**config.mk**
```make
export PLATFORM = sky130hd
export DESIGN_NAME = cursor_paleta_seq
export DESIGN_NICKNAME = d
export VERILOG_FILES = /design/src/rtl/cursor_paleta_pkg.sv /design/src/rtl/cursor_step_timer.sv /design/src/rtl/cursor_paleta_seq.sv
export SDC_FILE = /design/constraint.sdc
export NUM_CORES = 1
export LEC_CHECK = 0
export BUFFER_PORTS_ARGS = -buffer_cell sky130_fd_sc_hd__buf_2
export CAP_MARGIN = 15
export CORE_ASPECT_RATIO = 1.2
export CORE_MARGIN = 5
export CORE_UTILIZATION = 25
export CTS_BUF_LIST = sky130_fd_sc_hd__clkbuf_2
export DETAILED_ROUTE_END_ITERATION = 7
export GPL_TIMING_DRIVEN = 0
export PLACE_DENSITY = 0.49
export SLEW_MARGIN = 20
export SYNTH_ARGS = -nofsm -noshare
export SYNTH_HDL_FRONTEND = slang
export SYNTH_SLANG_ARGS = --single-unit
export TNS_END_PERCENT = 5
```
**constraint.sdc**
```tcl
create_clock -name clk -period 2.25 [get_ports clk]
set_input_delay 0.45 -clock clk [delete_from_list [all_inputs] [get_ports clk]]
set_output_delay 0.45 -clock clk [all_outputs]
set_load 0.05 [all_outputs]
```
**src/rtl/cursor_paleta_pkg.sv**
```systemverilog
// Shared types, widths and the cursor wrap helper for the palette-cursor sequencer.
// Moves use an explicit compare against the limit, so X_MAX need not be a power of two.
package cursor_paleta_pkg;

   localparam int X_W      = 6;
   localparam int C_W      = 3;
   localparam int C_STEPS  = 4;
   localparam int N_PASSES = 2;
   localparam int CNT_W    = $clog2(C_STEPS);

   typedef enum logic [2:0] {
      ST_IDLE = 3'd0,
      ST_LOAD = 3'd1,
      ST_STEP = 3'd2,
      ST_WAIT = 3'd3,
      ST_DONE = 3'd4
   } state_t;

   // One cell right (right=1) or left (right=0), wrapping between 0 and x_max.
   function automatic logic [X_W-1:0] step_cursor(input logic [X_W-1:0] cur,
                                                  input logic            right,
                                                  input logic [X_W-1:0] x_max);
      logic [X_W-1:0] nxt;
      if (right) begin
         nxt = (cur == x_max) ? '0 : cur + X_W'(1);
      end else begin
         nxt = (cur == '0) ? x_max : cur - X_W'(1);
      end
      return nxt;
   endfunction

endpackage

```
**src/rtl/cursor_step_timer.sv**
```systemverilog
// Loadable down-counter that times the idle gap after each column strobe.
// expired is high in the last of STEP_WAIT cycles following a load.
module cursor_step_timer #(
   parameter int STEP_WAIT = 2
) (
   input  logic clk,
   input  logic rst,
   input  logic load,
   output logic expired
);

   localparam int CW = (STEP_WAIT > 0) ? $clog2(STEP_WAIT + 1) : 1;
   localparam logic [CW-1:0] LOAD_V = CW'((STEP_WAIT > 0) ? STEP_WAIT - 1 : 0);

   logic [CW-1:0] cnt_q;

   always_ff @(posedge clk or negedge rst) begin
      if (!rst) begin
         cnt_q <= '0;
      end else if (load) begin
         cnt_q <= LOAD_V;
      end else if (cnt_q != '0) begin
         cnt_q <= cnt_q - CW'(1);
      end
   end

   assign expired = (cnt_q == '0);

endmodule

```
**src/rtl/cursor_paleta_seq.sv**
```systemverilog
// Palette cursor holder and redraw sequencer feeding the downstream X stage.
// A redraw is one load strobe then 8 column strobes: forward sweep C=0..3, reverse sweep C=0..3.
module cursor_paleta_seq
   import cursor_paleta_pkg::*;
#(
   parameter int X_MAX     = 15,
   parameter int X_INIT    = 0,
   parameter int STEP_WAIT = 2
) (
   input  logic           clk,
   input  logic           rst,
   input  logic           start,
   input  logic           btn_left,
   input  logic           btn_right,
   output logic [X_W-1:0] cursor_x,
   output logic [X_W-1:0] in_x,
   output logic           loadx,
   output logic           plus,
   output logic           sum,
   output logic [C_W-1:0] C,
   output logic           busy,
   output logic           done,
   output logic [2:0]     dbg_state_o
);

   localparam logic [X_W-1:0]   XMAX_V   = X_W'(X_MAX);
   localparam logic [X_W-1:0]   XINIT_V  = X_W'(X_INIT);
   localparam logic [CNT_W-1:0] CNT_LAST = CNT_W'(C_STEPS - 1);

   state_t           state_q;
   logic [X_W-1:0]   cursor_q;
   logic [X_W-1:0]   in_x_q;
   logic             loadx_q;
   logic             plus_q;
   logic             sum_q;
   logic [C_W-1:0]   c_q;
   logic             busy_q;
   logic             done_q;
   logic [CNT_W-1:0] cnt_q;
   logic             pass_q;
   logic             pend_valid_q;
   logic             pend_right_q;

   logic             move_req;
   logic [X_W-1:0]   cursor_moved_d;
   logic             eff_valid;
   logic             eff_right;
   logic [X_W-1:0]   cursor_pend_d;
   logic [CNT_W-1:0] cnt_d;
   logic             pass_d;
   logic             last_step;
   logic             advance;
   logic             timer_load;
   logic             timer_expired;

   // Both buttons together cancel out and leave no trace.
   assign move_req       = btn_left ^ btn_right;
   assign cursor_moved_d = move_req ? step_cursor(cursor_q, btn_right, XMAX_V) : cursor_q;

   // A press during the DONE cycle is the newest move and overrides the stored one.
   assign eff_valid     = move_req | pend_valid_q;
   assign eff_right     = move_req ? btn_right : pend_right_q;
   assign cursor_pend_d = eff_valid ? step_cursor(cursor_q, eff_right, XMAX_V) : cursor_q;

   assign cnt_d     = cnt_q + CNT_W'(1);
   assign pass_d    = pass_q ^ (cnt_q == CNT_LAST);
   assign last_step = pass_q & (cnt_q == CNT_LAST);

   assign timer_load = (state_q == ST_STEP);
   assign advance    = ((state_q == ST_STEP) && (STEP_WAIT == 0)) ||
                       ((state_q == ST_WAIT) && timer_expired);

   cursor_step_timer #(
      .STEP_WAIT(STEP_WAIT)
   ) u_step_timer (
      .clk    (clk),
      .rst    (rst),
      .load   (timer_load),
      .expired(timer_expired)
   );

   always_ff @(posedge clk or negedge rst) begin
      if (!rst) begin
         state_q      <= ST_IDLE;
         cursor_q     <= XINIT_V;
         in_x_q       <= XINIT_V;
         loadx_q      <= 1'b0;
         plus_q       <= 1'b0;
         sum_q        <= 1'b1;
         c_q          <= '0;
         busy_q       <= 1'b0;
         done_q       <= 1'b0;
         cnt_q        <= '0;
         pass_q       <= 1'b0;
         pend_valid_q <= 1'b0;
         pend_right_q <= 1'b0;
      end else begin
         if ((state_q != ST_IDLE) && move_req) begin
            pend_valid_q <= 1'b1;
            pend_right_q <= btn_right;
         end

         case (state_q)
            ST_IDLE: begin
               cursor_q <= cursor_moved_d;
               if (start) begin
                  state_q <= ST_LOAD;
                  loadx_q <= 1'b1;
                  in_x_q  <= cursor_moved_d;
                  busy_q  <= 1'b1;
               end
            end

            ST_LOAD: begin
               state_q <= ST_STEP;
               loadx_q <= 1'b0;
               cnt_q   <= '0;
               pass_q  <= 1'b0;
               plus_q  <= 1'b1;
               sum_q   <= 1'b1;
               c_q     <= '0;
            end

            ST_STEP, ST_WAIT: begin
               if (advance) begin
                  if (last_step) begin
                     state_q <= ST_DONE;
                     plus_q  <= 1'b0;
                     done_q  <= 1'b1;
                  end else begin
                     state_q <= ST_STEP;
                     plus_q  <= 1'b1;
                     cnt_q   <= cnt_d;
                     pass_q  <= pass_d;
                     c_q     <= C_W'(cnt_d);
                     sum_q   <= ~pass_d;
                  end
               end else if (state_q == ST_STEP) begin
                  state_q <= ST_WAIT;
                  plus_q  <= 1'b0;
               end
            end

            ST_DONE: begin
               state_q      <= ST_IDLE;
               done_q       <= 1'b0;
               busy_q       <= 1'b0;
               cursor_q     <= cursor_pend_d;
               pend_valid_q <= 1'b0;
            end

            default: state_q <= ST_IDLE;
         endcase
      end
   end

   assign cursor_x    = cursor_q;
   assign in_x        = in_x_q;
   assign loadx       = loadx_q;
   assign plus        = plus_q;
   assign sum         = sum_q;
   assign C           = c_q;
   assign busy        = busy_q;
   assign done        = done_q;
   assign dbg_state_o = state_q;

endmodule

```
# Yosys cells after proc, flatten, opt, wreduce, memory -nomap -nowiden
# Cells that the tools add are included.
op_classes:
  n_bitwise: 5
  muxes: 39
  eq_ne: 12
  n_reduce_logical: 22
  addsub: 4
ops:
  columns: ["op", "n"]
  rows:
  - ["$mux W6", 6]
  - ["$mux W3", 6]
  - ["$reduce_bool A2 Y1", 7]
  - ["$mux W1", 13]
  - ["$pmux W1 S2", 6]
  - ["$pmux W6 S2", 1]
  - ["$reduce_and A2 Y1", 6]
  - ["$ne A2 B2 Y1 const B", 5]
  - ["$pmux W3 S3", 1]
  - ["$mux W2", 4]
  - ["$add A6 B1 Y6 const B", 1]
  - ["$eq A3 B2 Y1 const B", 2]
  - ["$eq A6 B4 Y1 const B", 1]
  - ["$logic_not A6 Y1", 1]
  - ["$pmux W3 S2", 1]
  - ["$reduce_and A3 Y1", 2]
  - ["$sub A6 B1 Y6 const B", 1]
  - ["$pmux W2 S2", 1]
  - ["$eq A3 B1 Y1 const B", 1]
  - ["$eq A3 B3 Y1 const B", 1]
  - ["$logic_not A3 Y1", 1]
  - ["$ne A3 B3 Y1 const B", 1]
  - ["$reduce_bool A3 Y1", 1]
  - ["$add A2 B1 Y2 const B", 1]
  - ["other kinds (9)", 11]
totals:
  elab_cells: 96
  ff_bits: 30
  output_inout_bits: 23
  inputBits: 5

# Longest topological paths before layout
# Gate-level depths: netlist of the first run.
depth:
  depth_word: 6
  mapped_depth: 8
  ltp_nobuf: 7

# By module
# A second synthesis of the first run with hierarchy kept.
unflattened:
  cells_unflattened: 206
  hier_area_um2: 1747.9
by_module_without_submodules:
  columns: ["module", "n_inst", "seq_area_each_um2", "area_each_um2", "cells_each"]
  rows:
  - ["cursor_paleta_seq", 1, 626.9, 1649.1, 197]
  - ["cursor_step_timer", 1, 50.0, 98.8, 9]

# Worst setup path after synthesis of the first run
# OpenSTA, ideal clock, no wires.
synth_path:
  path_type: "register to register"
  startpoint: "reg cursor_q[1], in the netlist cursor_x[1]"
  endpoint: "reg cursor_q[3], in the netlist cursor_x[3]"
  slack_ns: 0.039
  setup_ns: 0.123
  arrival_time_ns: 2.088
  path_stages_with_launch: 9
  n_path_buf: 1
  t_required_ns: 2.127
  synth_period_minus_slack_ns: 2.211
  path_cell_list: "dfrtp_1 -> clkbuf_1 -> inv_1 -> ha_1 -> nor3b_2 -> and3_1 -> a211oi_1 -> a2bb2oi_1 -> nand2_1"
synth_via:
  elab_chain_cells: 5
  word_cells_on_any_way: 11
  cone_classes: "add/sub (2); eq/ne (1); mux (7); reduce/logical (1)"
synth_lines:
  columns: ["element", "line", "text"]
  rows:
  - ["start, declared", "cursor_paleta_seq.sv:31", "logic [X_W-1:0] cursor_q;"]
  - ["start signal, assigned", "cursor_paleta_seq.sv:105", "cursor_q <= cursor_moved_d;"]
  - ["start signal, assigned", "cursor_paleta_seq.sv:148", "cursor_q <= cursor_pend_d;"]
  - ["$sub A6 B1 Y6 (tied with other cells)", "cursor_paleta_pkg.sv:27", "nxt = (cur == '0) ? x_max : cur - X_W'(1);"]
  - ["$mux W6, on equally long branches", "cursor_paleta_pkg.sv:27, cursor_paleta_pkg.sv:25", null]
  - ["$mux W6", "cursor_paleta_pkg.sv:24", "if (right) begin"]
  - ["$mux W6, on equally long branches", "cursor_paleta_seq.sv:63, cursor_paleta_seq.sv:58", null]
  - ["$pmux W6 S2 (*)", "cursor_paleta_seq.sv:103", "case (state_q)"]
# Every way passes the cells marked *; elsewhere a longest branch is shown, timed or not. The select of a mux whose other input is x is not followed.
# A chain may end at the register's enable or synchronous reset.

# Worst setup path in the final report of the first run
layout_path:
  startpoint: "reg cursor_q[1], in the netlist cursor_x[1]"
  endpoint: "reg cursor_q[0], in the netlist cursor_x[0]"
layout_via:
  elab_chain_cells: 5
  word_cells_on_any_way: 9
  cone_classes: "eq/ne (1); mux (7); reduce/logical (1)"
layout_lines:
  columns: ["element", "line"]
  rows:
  - ["$eq A6 B4 Y1 or $logic_not A6 Y1 (tied branches)", "cursor_paleta_pkg.sv:25, cursor_paleta_pkg.sv:27"]
  - ["$mux W6, on equally long branches", "cursor_paleta_pkg.sv:25, cursor_paleta_pkg.sv:27"]
  - ["$mux W6", "cursor_paleta_pkg.sv:24"]
  - ["$mux W6, on equally long branches", "cursor_paleta_seq.sv:63, cursor_paleta_seq.sv:58"]
  - ["$pmux W6 S2 (*)", "cursor_paleta_seq.sv:103"]
# Marked as above.

==> flow_summary_export.csv, run 1 <==
group,metric,value,unit
place,io_buffers,26,
route,remaining_drc_errors,0,
route,ant_nets,0,
sta,rsz0062_at_grt,"no",
route,drt_iter0_drc,75,
sta,setup_viol,0,
setup_path,r2r-start,"cursor_x[1]",
sta,tightest_slew,0.648,ns
sta,slew_violations,0,
logic_synthesis,ys_warn_count,0,
cts,clock_tree.buffer_depth,2,
setup_path,end_kind,"register",
final_layout,final_cell_mix,"buf_2 (33), nand2_1 (30), dfrtp_1 (26)",
logic_synthesis,synth_flop_cell,"dfrtp_1",
logic_synthesis,synth_nets,227,
power_and_ir_drop,peakVddDrop,0.000576,V
logic_synthesis,ys_seq_area_share,37.1,%
sta,post-route-min-period,2.12,ns
final_layout,final_common_cell,"buf_2",
sta,hold_violations,0,
cts,h-tree-depth,1,
cts,cts_num_sinks,27,
route,drt-wirelength-per-cell,14.8,um
logic_synthesis,synth_top_area_cell,"dfrtp_1",
final_layout,final_nets,259,
cts,cts_buffers,3,
global_routing,grt_pass1_vias,1707,
setup_path,crit_path_top_delay_cell,"dfrtp_1",
cts,clkSlewWorstSetupHoldPaths,0.30,ns
run_status,status,"completed",
setup_path,max_stage_delay,0.50,ns
setup_path,cp-endpoint,"cursor_x[0]",
final_layout,regArea,677,um^2
power_and_ir_drop,power.leakage,0.924,nW
worst_hold_path,hp-class,"input port to asynchronous set/reset pin",
setup_path,cp_max_fo,10,
setup_path,cp.arrival,2.45,ns
place,dp_hpwl,3.76,mm
floorplan,core_area,7190,um^2
setup_path,crit_family,"compound AO/OA/AOI/OAI gates",
setup_path,crit_chain,"clkbuf_2 -> inv_1 -> ha_2 -> nor3b_4 -> a21oi_1 -> o21ai_0 -> a21oi_1 -> o31ai_1",
logic_synthesis,synth_enable_flop_cells,0,
setup_path,reg2reg_slack,0.13,ns
floorplan,die-area,9110,um^2
global_routing,antenna_found_initial,0,
power_and_ir_drop,power.density,1440,nW/um^2
setup_path,rr_endpoint,"cursor_x[0]",
setup_path,path_buf_inv,2,
final_layout,drive_gt1_share,22.2,%
logic_synthesis,yosys_register_bits,27,
logic_synthesis,syn-instance-count,217,
sta,finalSetupTns,0,ns
final_layout,fill_cells,809,
route,routed_wl,5.01,mm
setup_path,critPathLaunchType,"register",
route,vias,1740,
final_layout,syn_to_final_growth,15.8,%
sta,fmax,471,MHz
logic_synthesis,synthArstFlopShare,100,%
global_routing,grt_max_degree,28,
route,vias_per_cell,5.15,
setup_path,crit_top_cell,"a21oi_1",
setup_path,cp_num_cells,8,
setup_path,critPathRequiredTime,2.58,ns
place,dp_slack,-0.172,ns
cts,cts_tree,"yes",
setup_path,reg2regPathDepth,8,
final_layout,multi_input_area,1050,um^2
logic_synthesis,synth_top_cell_area_share,35.7,%
floorplan,rows,34,
run,cap_violations,0,
place,postPlaceCellArea,2070,um^2
final_layout,antenna_cells,0,
floorplan,die_y,104,um
logic_synthesis,syn-cell-area,1820,um^2
floorplan,die_w,88.0,um
final_layout,finalInstanceArea,2110,um^2
global_routing,grt_first_pass_wirelength,8.36,mm
sta,min_period_over_period,94.3,%
place,place.gp.congestion,0.843,
setup_path,crit_type,"register to register",
cts,clkLatencyLatePin,0.39,ns
floorplan,initial_utilization,25.4,%
global_routing,track_usage,11.4,%
route,first_pass_iters,4,
setup_path,cp-startpoint,"cursor_x[1]",
floorplan,boundaryPins,28,
sta,slew_headroom,56.6,%
logic_synthesis,synth_cell_types,52,
global_routing,grt_overflow,0,
logic_synthesis,syn_area_per_cell,8.41,um^2
logic_synthesis,ys_top_cells_by_area,"dfrtp_1 (36%), nand2_1 (6.2%), o21ai_0 (4.9%)",
sta,fin_ws,0.127,ns
cts,clockRootBuffer,"clkbuf_2",
sta,fin_skew,0.00289,ns
## metrics by stage
step / std cells / util (%) / hold slack (ns) / power, mW
finish: 338 / 29.4 / 0.0197 / 3.04
floorplan: 217 / - / 0.154 / 2.35
detailed placement: 333 / 28.8 / 0.461 / 2.81
global placement: 333 / 28.8 / 0.465 / 2.79
CTS: 337 / 29.2 / 0.0333 / 3.06
global route: 338 / 29.4 / 0.0518 / 3.27
## power breakdown
part | total (mW) | switching [mW] | internal (mW) | leakage (nW)
logic | 1.96 | 1.34 | 0.620 | 0.588
clock network | 0.213 | 0.172 | 0.0411 | 0.0126
registers | 0.859 | 0.176 | 0.683 | 0.324
total | 3.04 | 1.69 | 1.34 | 0.924
## worst min path at each step
stage	from	end	slack, ns	cells after the start
floorplan	rst	C[0]	0.15	0
detailed placement	done	done	0.46	1
CTS	rst	plus	0.03	1
global placement	busy	busy	0.47	2
global route	rst	plus	0.05	1
finish	rst	done	0.02	1
## cell families (layout without fill, tap and decap cells)
logic type | after synthesis | after routing | synth area share, %
xor gates and xnor gates | 2 | 2 | 0.960
AOI/OAI and AO/OA | 72 | 72 | 26.6
DFF | 27 | 27 | 37.1
and+or+nand+nor | 83 | 83 | 23.8
other | 1 | 1 | 0.206
buffers and inverters | 24 | 55 | 6.24
adders and majority gates | 5 | 5 | 3.43
muxes | 3 | 3 | 1.65
## registers in the layout, summed over array words and instances (netlist names), 2 cells and up
signal	count
C	2
cursor_x	6
dbg_state_o	3
in_x	6
u_step_timer.cnt_q	2
## cell type report
type                       count  area share (%)
multi-input combinational    166            49.6
clock buffer                   3           0.711
inverter                       9            1.60
tap                           90            5.33
sequential                    27            32.0
clock inverter                 1           0.355
timing repair buffer          27            6.52
buffer                        15            3.85
## synth_stat cells (2+ instances only)
| cell | n |
|---|---|
| o21ai_1 | 2 |
| nor2b_1 | 3 |
| xor2_1 | 2 |
| a21oi_1 | 17 |
| a2bb2oi_1 | 2 |
| nand2_1 | 30 |
| mux2i_1 | 3 |
| o31ai_1 | 2 |
| dfrtp_1 | 26 |
| ha_1 | 5 |
| a32oi_1 | 3 |
| clkbuf_1 | 5 |
| nor3_1 | 10 |
| o21ai_0 | 18 |
| nand2b_1 | 7 |
| a311oi_1 | 2 |
| a22oi_1 | 4 |
| a211oi_1 | 2 |
| nor2_1 | 14 |
| and3_1 | 4 |
| a31oi_1 | 4 |
| nand4_1 | 2 |
| nand3_1 | 2 |
| o211ai_1 | 4 |
| nor3b_2 | 2 |
| inv_1 | 9 |
| buf_2 | 7 |
| buf_4 | 2 |
## repair_timing
item                       4_1_cts  5_1_grt
hold buffers                     0        0
setup endpoints to repair        4        2
cloned                           0        0
setup buffers                    0        1
resized for setup                3        1
## layer usage
layer | wire [um] | vias up | track usage, %
met1 | 2260 | 842 | 15.0
met4 | 39 | 0 | 2.52
li1 | - | 846 | -
met5 | 0 | - | 0
met2 | 2500 | 47 | 19.2
met3 | 214 | 5 | 1.67
(Power assumes the default switching activity.)
==> inputs of run 2 (changes only) <==
- ABC_AREA: unset -> 1
==> run 2 against run 1 <==
Effect of this change: synthesized cell count rose by 2.3%; sequential share of layout area rose by 3.2 points; clock power fell by 9%.
==> flow_summary_export.csv, run 2 <==
group,metric,value,unit
sta,rsz0062_at_grt,"no",
logic_synthesis,syn_area_per_cell,7.49,um^2
route,drt_iter0_drc,80,
worst_hold_path,hp-class,"input port to asynchronous set/reset pin",
global_routing,grt_first_pass_wirelength,7.17,mm
logic_synthesis,ys_warn_count,0,
route,drt-wirelength-per-cell,12.4,um
setup_path,end_kind,"register",
logic_synthesis,yosysMostFrequentCell,"nand2_1",
logic_synthesis,ys_top_cells_by_area,"dfrtp_1 (39%), nand2_1 (15%), o21ai_0 (5.7%)",
route,routed_wl,4.18,mm
final_layout,fin_util,29.8,%
sta,slew_violations,0,
global_routing,met1_usage,12.4,%
logic_synthesis,synth_nets,232,
logic_synthesis,ys_seq_area_share,40.7,%
sta,tightest_slew,0.620,ns
cts,cts_num_sinks,27,
floorplan,initial_utilization,25.8,%
sta,post-route-min-period,1.86,ns
final_layout,final_nets,263,
global_routing,busiest_layer,"met2",
sta,min_period_over_period,82.8,%
floorplan,die-area,8390,um^2
route,remaining_drc_errors,0,
setup_path,crit_type,"register to register",
floorplan,core_area,6450,um^2
place,place.gp.congestion,0.842,
floorplan,rows,32,
cts,clkLatencyLatePin,0.35,ns
final_layout,final_common_cell,"nand2_1",
setup_path,critPathRequiredTime,2.54,ns
run_status,status,"completed",
floorplan,die_w,84.5,um
logic_synthesis,synth_cell_types,33,
final_layout,antenna_cells,0,
cts,cts_hold_buf,0,
logic_synthesis,synthArstFlopShare,100,%
cts,post_cts_buffers,0,
floorplan,boundaryPins,28,
cts,cts_buffers,3,
setup_path,cp_max_fo,8,
route,ant_nets,0,
logic_synthesis,synth_enable_flop_cells,0,
cts,cts_tree,"yes",
logic_synthesis,synth_top_cell_area_share,39.1,%
global_routing,antenna_found_initial,0,
route,vias,1498,
sta,slew_headroom,58.7,%
cts,clockRootBuffer,"clkbuf_2",
place,dp_hpwl,3.21,mm
global_routing,gr-usage-met2,18.7,%
global_routing,track_usage,10.3,%
global_routing,grt_max_degree,28,
power_and_ir_drop,peakVddDrop,0.000744,V
sta,fin_skew,0.00105,ns
global_routing,grt_pass1_vias,1540,
global_routing,grt_overflow,0,
route,vias_per_cell,4.45,
logic_synthesis,syn-cell-area,1660,um^2
sta,finalSetupTns,0,ns
setup_path,path_buf_inv,2,
cts,clock_tree.buffer_depth,2,
power_and_ir_drop,power.leakage,1.01,nW
cts,clkSlewWorstSetupHoldPaths,0.26,ns
logic_synthesis,synth_flop_cell,"dfrtp_1",
sta,fmax,537,MHz
place,io_buffers,26,
logic_synthesis,syn-instance-count,222,
setup_path,crit_family,"simple AND/OR/NAND/NOR gates",
cts,cts_resized,0,
cts,h-tree-depth,1,
global_routing,use_met3,1.91,%
place,dp_slack,0.411,ns
sta,setup_viol,0,
sta,fin_ws,0.387,ns
setup_path,critPathLaunchType,"register",
logic_synthesis,synth_common_cells,"nand2_1 (68), dfrtp_1 (26), inv_1 (24)",
final_layout,final_cell_mix,"nand2_1 (68), buf_2 (27), dfrtp_1 (26)",
run,cap_violations,0,
power_and_ir_drop,power.density,1560,nW/um^2
logic_synthesis,synth_top_area_cell,"dfrtp_1",
route,first_pass_iters,4,
setup_path,crit_chain,"clkbuf_2 -> inv_1 -> ha_1 -> nand4_1 -> nand3_1 -> nor2_1 -> nor2_1 -> nor2_1 -> nor2_1 -> nor2_1",
final_layout,final_cells,337,
setup_path,cp.arrival,2.16,ns
final_layout,drive_gt1_share,21.8,%
setup_path,max_stage_delay,0.46,ns
setup_path,crit_top_cell,"nor2_1",
logic_synthesis,yosys_register_bits,27,
setup_path,crit_path_top_delay_cell,"dfrtp_1",
floorplan,die_y,99.3,um
sta,hold_violations,0,
final_layout,syn_to_final_growth,15.4,%
place,place_inst,333,
-- run 2: cell count changes in the layout (fill, tap and decap cells not counted), moves of 7 or more --
cell / before / now
nand3_1: 2 / 14
nand2b_1: 7 / 0
a21oi_1: 17 / 5
inv_1: 9 / 24
nand2_1: 30 / 68
nor3_1: 10 / 2
-- run 2: where the power goes --
group | internal, mW | switching [mW] | leakage [nW]
Combinational | 0.541 | 1.38 | 0.673
Sequential | 0.694 | 0.179 | 0.319
Clock | 0.0469 | 0.147 | 0.0166
Total | 1.28 | 1.71 | 1.01
-- run 2: area by class of cell --
class / instances / area [um^2]
tap: 85 / 106
buffer: 4 / 25.0
sequential: 27 / 677
multi-input combinational: 162 / 850
inverter: 29 / 111
clock buffer: 4 / 20.0
fill: 721 / 4530
timing repair buffer: 26 / 130
-- run 2: cell families (layout without fill, tap and decap cells) --
logic type                 count (synthesis)  in the layout  share of synthesized area, %
adders and majority gates                  5              5                          3.76
DFF                                       27             27                          40.7
buffers and inverters                     33             63                          8.20
muxes                                      1              1                         0.903
and+or+nand+nor                          117            117                          32.4
other                                      1              1                         0.226
AOI/OAI and AO/OA                         35             35                          12.3
xor gates and xnor gates                   3              3                          1.58
-- run 2: path summary, 6_finish.rpt --
path	startpoint	end	slack, ns	cells past startpoint
worst max-delay path	cursor_x[0]	cursor_x[5]	0.39	10
worst min-delay path	rst	pass_q	0.06	1
worst max register to register	cursor_x[0]	cursor_x[5]	0.39	10
worst min register to register	in_x[4]	in_x[4]	0.51	2
max in group asynchronous	rst	pend_right_q	1.81	1
min in group clk	start	dbg_state_o[0]	0.33	3
-- run 2: metal layers --
metal / up-vias / wire [um]
met5: - / 0
met4: 0 / 27
met3: 2 / 182
met2: 28 / 2100
met1: 696 / 1870
li1: 772 / -
-- run 2: per-stage QoR --
stage                     area, um^2  total power [mW]  hold WS (ns)
after CTS                       1920              3.03        0.0576
after floorplan                 1660              2.39         0.154
after global placement          1900              2.81         0.461
after global routing            1920              3.25        0.0521
final                           1920              2.99        0.0557
after detailed placement        1900              2.83         0.461
